### config.mk
export PLATFORM = sky130hd
export DESIGN_NAME = fifo_stream_reader
export DESIGN_NICKNAME = d
export VERILOG_FILES = /design/src/rtl/fifo_stream_reader.sv
export SDC_FILE = /design/constraint.sdc
export NUM_CORES = 1
export LEC_CHECK = 0
export ABC_CLOCK_PERIOD_IN_PS = 3000
export CAP_MARGIN = 20
export CORE_MARGIN = 5
export CORE_UTILIZATION = 52
export DETAILED_ROUTE_END_ITERATION = 16
export PLACE_DENSITY = 0.77
export SLEW_MARGIN = 20
export SYNTH_ARGS = -nofsm -noshare
export SYNTH_HDL_FRONTEND = slang
export SYNTH_SLANG_ARGS = --single-unit
### constraint.sdc
create_clock -name Clock -period 3 [get_ports Clock]
set_clock_uncertainty 0.05 [all_clocks]
set_input_delay 0.45 -clock Clock [delete_from_list [all_inputs] [get_ports Clock]]
set_output_delay 0.45 -clock Clock [all_outputs]
set_load 0.05 [all_outputs]
### src/rtl/fifo_stream_reader.sv
// Read-side controller for a single-clock FIFO with 1- or 2-cycle read latency.
// Returned words land in a small skid buffer and leave as a valid/ready stream.
module fifo_stream_reader #(
  parameter int DATA_WIDTH = 8,
  parameter int RD_LATENCY = 2,
  parameter int BUF_DEPTH  = 4
) (
  input  logic                        Clock,
  input  logic                        Reset,
  input  logic                        FifoEmpty,
  input  logic [DATA_WIDTH-1:0]       FifoQ,
  output logic                        FifoRdEn,
  output logic [DATA_WIDTH-1:0]       OutData,
  output logic                        OutValid,
  input  logic                        OutReady,
  output logic [$clog2(BUF_DEPTH):0]  Occupancy,
  output logic [15:0]                 ReadCount
);

  localparam int PTR_W = $clog2(BUF_DEPTH);
  localparam int CNT_W = PTR_W + 1;
  localparam logic [CNT_W:0] DEPTH_W = (CNT_W + 1)'(BUF_DEPTH);

  logic [RD_LATENCY-1:0]  inflight;
  logic [CNT_W-1:0]       count;
  logic [PTR_W-1:0]       wr_ptr;
  logic [PTR_W-1:0]       rd_ptr;
  logic [15:0]            read_count;
  logic [DATA_WIDTH-1:0]  buf_mem [BUF_DEPTH];

  logic                   capture;
  logic                   pop;
  logic                   rd_en;
  logic [CNT_W:0]         inflight_cnt;
  logic [CNT_W:0]         credits;

  // Stream handshake: a word transfers on every cycle where OutValid and
  // OutReady are both high; while OutValid is high and OutReady low, OutData
  // and OutValid hold steady.
  assign capture = inflight[RD_LATENCY-1];
  assign pop     = OutValid & OutReady;

  always_comb begin
    inflight_cnt = '0;
    for (int i = 0; i < RD_LATENCY; i++) begin
      inflight_cnt = inflight_cnt + {{CNT_W{1'b0}}, inflight[i]};
    end
  end

  // Words already committed (buffered or in flight) must never exceed the
  // buffer; counting this cycle's pop lets the read path run at full rate.
  assign credits = inflight_cnt + {1'b0, count} - {{CNT_W{1'b0}}, pop};
  assign rd_en   = !Reset && !FifoEmpty && (credits < DEPTH_W);

  always_ff @(posedge Clock) begin
    if (Reset) begin
      inflight <= '0;
    end else begin
      inflight[0] <= rd_en;
      for (int i = 1; i < RD_LATENCY; i++) begin
        inflight[i] <= inflight[i-1];
      end
    end
  end

  always_ff @(posedge Clock) begin
    if (Reset) begin
      wr_ptr     <= '0;
      rd_ptr     <= '0;
      count      <= '0;
      read_count <= '0;
    end else begin
      if (capture) begin
        wr_ptr <= wr_ptr + PTR_W'(1);
      end
      if (pop) begin
        rd_ptr     <= rd_ptr + PTR_W'(1);
        read_count <= read_count + 16'd1;
      end
      case ({capture, pop})
        2'b10:   count <= count + CNT_W'(1);
        2'b01:   count <= count - CNT_W'(1);
        default: count <= count;
      endcase
    end
  end

  // Storage carries no reset; contents are only observed once count says so.
  always_ff @(posedge Clock) begin
    if (capture) begin
      buf_mem[wr_ptr] <= FifoQ;
    end
  end

  assign FifoRdEn  = rd_en;
  assign OutValid  = (count != '0);
  assign OutData   = buf_mem[rd_ptr];
  assign Occupancy = count;
  assign ReadCount = read_count;

endmodule

# --- Word-level counts from Yosys, hierarchy flattened ---
# Memories as Yosys holds them, arrays and structs flattened. A register that Yosys moved wholly into a read port is not among the register bits.
# Index checks and enable logic that the tools add are counted.
word_totals:
  reg_bits: 25
  mem_bits_rw: 32
  inputBits: 12
  out_inout_bits: 29
  wordCells: 29
  memories: 1
classes:
  addsub: 8
  n_lt_le_gt_ge: 1
  n_eq_ne: 2
  muxes: 5
  bitwise_logic: 1
  n_reduce_logical: 6
memory_table:
  columns: ["memory", "words", "width", "read_ports", "rd_ports_with_merged_regs", "write_ports", "line", "source"]
  rows:
  - ["buf_mem", 4, 8, 1, 1, 1, "29", "logic [DATA_WIDTH-1:0] buf_mem [BUF_DEPTH];"]
op_table:
  columns: ["op", "count"]
  rows:
  - ["adder 16 x 1 -> 16 bit (second input constant)", 1]
  - ["one-hot mux 3 bit (2 select lines)", 1]
  - ["adder 2 x 1 -> 2 bit (second input constant)", 2]
  - ["adder 2 x 3 -> 4 bit", 1]
  - ["less-than comparator 4 x 3 -> 1 bit (second input constant)", 1]
  - ["2-to-1 mux 2 bit", 2]
  - ["subtractor 4 x 1 -> 4 bit", 1]
  - ["adder 3 x 1 -> 3 bit (second input constant)", 1]
  - ["nonzero test 3 bit", 1]
  - ["subtractor 3 x 1 -> 3 bit (second input constant)", 1]
  - ["adder 1 x 1 -> 2 bit", 1]
  - ["== test 2 x 1 -> 1 bit (second input constant)", 1]
  - ["== test 2 bit (second input constant)", 1]
  - ["logical AND 1 bit", 2]
  - ["logical NOT 1 bit", 2]
  - ["2-to-1 mux 1 bit", 2]
  - ["nonzero test 2 bit", 1]
  - ["AND 1 bit", 1]

# --- Longest topological paths before layout ---
depth:
  ltp_word: 5
  depth_mapped: 9
  mapped_depth_nobuf: 8

# --- Least setup slack after synthesis ---
# No wires, ideal clock.
synth_timing:
  path_type: "flip-flop to output port"
  start: "register count[2] (netlist: Occupancy[2])"
  end: "output port FifoRdEn"
  arrival_time_ns: 3.411
  required_ns: 2.500
  slack_ns: -0.911
  path_stages_with_launch: 10
  path_buffers: 1
  path_cell_list: "dfxtp_1 -> o31a_2 -> clkbuf_1 -> nand2b_1 -> nand2_1 -> ha_1 -> a21o_2 -> a21oi_1 -> or3b_1 -> a311oi_1"
synth_between:
  elab_chain_cells: 5
  elab_cells_between_ends: 6
  classes_between: "add/sub: 2; order compare: 1; bitwise: 1; reduce/logical: 2"
synth_lines:
  columns: ["element", "line", "source"]
  rows:
  - ["start, declared", "25", "logic [CNT_W-1:0] count;"]
  - ["start signal, assigned", "81", "2'b10: count <= count + CNT_W'(1);"]
  - ["start signal, assigned", "82", "2'b01: count <= count - CNT_W'(1);"]
  - ["start signal, assigned", "83", "default: count <= count;"]
  - ["branches (longest 2 deep; another with adder 2 x 3 -> 4 bit)", null, null]
  - ["subtractor 4 x 1 -> 4 bit (*)", "52", "assign credits = inflight_cnt + {1'b0, count} - {{CNT_W{1'b0}}, pop};"]
  - ["less-than comparator 4 x 3 -> 1 bit (*)", "53", "assign rd_en = !Reset && !FifoEmpty && (credits < DEPTH_W);"]
  - ["logical AND 1 bit (*)", "53", null]
  - ["end, declared", "12", "output logic FifoRdEn,"]
# Mark *: on every way between the ends.

# --- Worst setup path in the final report ---
# Same ends and word-level chain as after synthesis.

==> out/metrics.csv <==
stage,metric,value,unit
status,run status,"finished, violations left",
status,failing checks,setup timing,
yosys,top cell type's share of synthesized area,38.5,%
timing,Peak Freq,329,MHz
critical_path,slowest CP cell,or3b_4,
timing,Slew Limit Fails,0,
routing,average wire per standard cell,17.0,um
die,full die area,0.00628,mm2
yosys,Cells after Synth,194,
yosys,Synth area leader,edfxtp_1,
power,VDD IR max,0.728,mV
yosys,Unique masters post-synth,38,
clock_tree,Clock Latency Late Sink,0.32,ns
critical_path,Stages on worst setup path,9,
die,chip width,79.3,um
finish,Area Growth Syn to Fin,31.7,%
global_route,GRT Resource Usage Total,17.3,%
global_route,first-pass GRT wire length,8190,um
global_route,vias in the first global route,1724,
run,maximum capacitance violations,0,
clock_tree,CTS tree,done,
finish,Inserted Diodes,0,
critical_path,crit path max fanout,3,
clock_tree,H-tree Lvls,3,
timing,final setup vio count,1,
critical_path,CP max stage delay,0.39,ns
critical_path,Crit Reg-Reg Endpoint,inflight[0],
finish,fin nets,268,
die,core region area,0.00469,mm2
yosys,Synth Area per Inst,12.9,um2
yosys,synth cell count leaders,"edfxtp_1, dfxtp_1, nor2_1",
power,switching share of power,35.4,%
critical_path,crit path cell chain,o31a_4 > nand2b_4 > nand2_4 > ha_4 > a21o_4 > a21oi_4 > or3b_4 > a311oi_4 > buf_12,
die,Die Y,79.3,um
routing,vias post-DR,1691,
timing,Fin Hold WS,0.438,ns
place,Placed Cells,282,
critical_path,worst reg2reg path depth,10,
hold_path,WHS Endpoint,ReadCount[15],
yosys,Post-synth EDFFs,32,
yosys,mapped cell area,0.00249,mm2
global_route,gr ovfl total,0,
yosys,synth top area cells,"edfxtp_1, dfxtp_1, mux4_2",
critical_path,flop-to-flop setup slack,0.76,ns
routing,drt total wl,5210,um
die,I/O Pins,41,
hold_path,min-delay src,ReadCount[15],
finish,final core utilization,70.0,%
place,DP HPWL,3170,um
critical_path,Worst EP required,2.50,ns
yosys,synthesized flop and latch total,59,
critical_path,Top delay family on crit path,compound AO/OA/AOI/OAI gates,
routing,Post-DRT Antenna Nets,0,
routing,Initial DRC Count,103,
timing,RSZ-0062 raised after global routing,true,
critical_path,CP Launch Type,flip-flop,
yosys,synth warn,0,
yosys,"Seq/Total Area, Yosys",60.2,%
routing,drt drc,0,
power,share of power burned in combinational logic,38.5,%
yosys,top_reg_cell synth,edfxtp_1,
critical_path,path type of the worst setup path,flip-flop to output port,
power,pwr dens,834,mW/mm2
yosys,asr flop ratio synth,0,%
power,NetSw,969,uW
die,initial core utilization,53.1,%
yosys,Syn Nets,215,
timing,setup ws final,-0.0388,ns
finish,Finished Layout Cells,306,
timing,max_slew headroom,61.7,%
routing,Via density,5.53,
routing,drt first pass iters,4,
clock_tree,Root Driver,clkbuf_8,
critical_path,arrival time worst endpoint,2.54,ns
clock_tree,Num CTS Buffers,9,
yosys,most common cell in the synthesized netlist,edfxtp_1,
power,leakage,0.00111,uW
timing,final number of hold-violating endpoints,0,
clock_tree,# clock sinks,59,
power,sequential share of power,37.3,%
power,Int Pwr,1770,uW
clock_tree,clock buffer depth,2,
timing,Tcrit/Tclk final,101,%
timing,post-route minimum period,3.04,ns
critical_path,RR Startpoint,Occupancy[2],
timing,setup TNS,-0.0388,ns
clock_tree,Clock transition at path regs,0.07,ns
power,Clk pwr share,24.2,%
critical_path,crit end category,output port,
hold_path,HP Class,flip-flop to flip-flop,
place,GP Congestion,0.792,
timing,Tightest Pin Transition,0.573,ns
critical_path,CP bufs+invs,1,
place,Port Buffers,40,
die,# rows,25,
hold_path,hold path cells,2,
global_route,largest net degree at the start of global routing,28,
finish,layout cell share with drive strength beyond 1,18.3,%
place,pre-CTS setup slack,-0.132,ns
global_route,initial antenna violation count,0,
cell families after synthesis:
family | Yosys count | synth area share, %
AO/OA/AOI/OAI | 21 | 5.72
XOR/XNOR | 14 | 4.92
adder cells (fa/ha/maj) | 9 | 4.82
buffers and inverters | 16 | 2.76
flip-flops | 59 | 60.2
multiplexers | 10 | 8.03
AND/OR/NAND/NOR | 65 | 13.5
cells in the final DEF, fill, tap and decap left out, types with 2 or more instances in the layout:
| cell | n |
|---|---|
| a21oi_1 | 7 |
| and2_1 | 4 |
| and4_1 | 2 |
| buf_4 | 11 |
| clkbuf_1 | 4 |
| clkbuf_8 | 9 |
| clkdlybuf4s50_1 | 38 |
| dfxtp_1 | 24 |
| dfxtp_4 | 2 |
| edfxtp_1 | 32 |
| ha_1 | 7 |
| inv_1 | 7 |
| mux2i_1 | 2 |
| mux4_2 | 8 |
| nand2_1 | 8 |
| nand3_1 | 6 |
| nand4_1 | 5 |
| nor2_1 | 19 |
| nor2b_1 | 3 |
| nor3_1 | 3 |
| o21ai_0 | 4 |
| o31ai_1 | 2 |
| or3_1 | 4 |
| or4_1 | 2 |
| xnor2_1 | 9 |
| xor2_1 | 5 |
cell type report:
class / instances / area (um2)
sequential: 59 / 1510
fill: 345 / 1410
multi-input combinational: 119 / 1010
timing repair buffer: 51 / 492
clock buffer: 13 / 139
tap: 54 / 67.6
clock inverter: 3 / 38.8
inverter: 7 / 26.3
power by group through the flow:
| stage | logic (uW) | clock network, uW | registers (uW) |
|---|---|---|---|
| 2_1_floorplan | 596 | 0 | 1070 |
| 3_3_place_gp | 863 | 0 | 1050 |
| 3_5_place_dp | 876 | 0 | 1050 |
| 4_1_cts | 964 | 678 | 1020 |
| 5_1_grt | 1110 | 719 | 1040 |
| 6_report | 1050 | 663 | 1020 |
layer usage:
layer  global-route usage (%)  up-vias  wire length (um)
li1                         -      815                 -
met1                     21.1      824              2290
met3                     6.46        7               273
met5                        0        -                 0
met2                     27.4       45              2580
met4                     7.73        0                68
worst max path at each step:
stage | start | to | slack, ns
after floorplan | Occupancy[2] | FifoRdEn | 0.002
after global placement | OutReady | FifoRdEn | -0.06
after detailed placement | OutReady | FifoRdEn | -0.13
after CTS | Occupancy[0] | FifoRdEn | -0.08
after global routing | Occupancy[2] | FifoRdEn | -0.13
final | Occupancy[2] | FifoRdEn | -0.04
timing repair:
action	CTS	global route
pin swaps	9	8
setup buffers	6	2
hold buffers	0	0
endpoints found under the setup margin	1	1
gates resized for setup	4	7
state kept, by name, summed over array words and instances (netlist names), named ones only:
register	count
rd_ptr	2
wr_ptr	2
buf_mem	32
inflight	2
ReadCount	16
Occupancy	3
worst min-delay path: cells and delay by family, from the launching register on:
kind	cells	cell delay [ns]
compound gates	2	0.12
flops	1	0.32
through the flow:
step,instance area [um2],total power (uW)
6_report,3280,2740
5_1_grt,3280,2860
4_1_cts,3220,2660
3_5_place_dp,2980,1930
3_3_place_gp,2980,1910
2_1_floorplan,2530,1670
(Power assumes the default switching activity.)
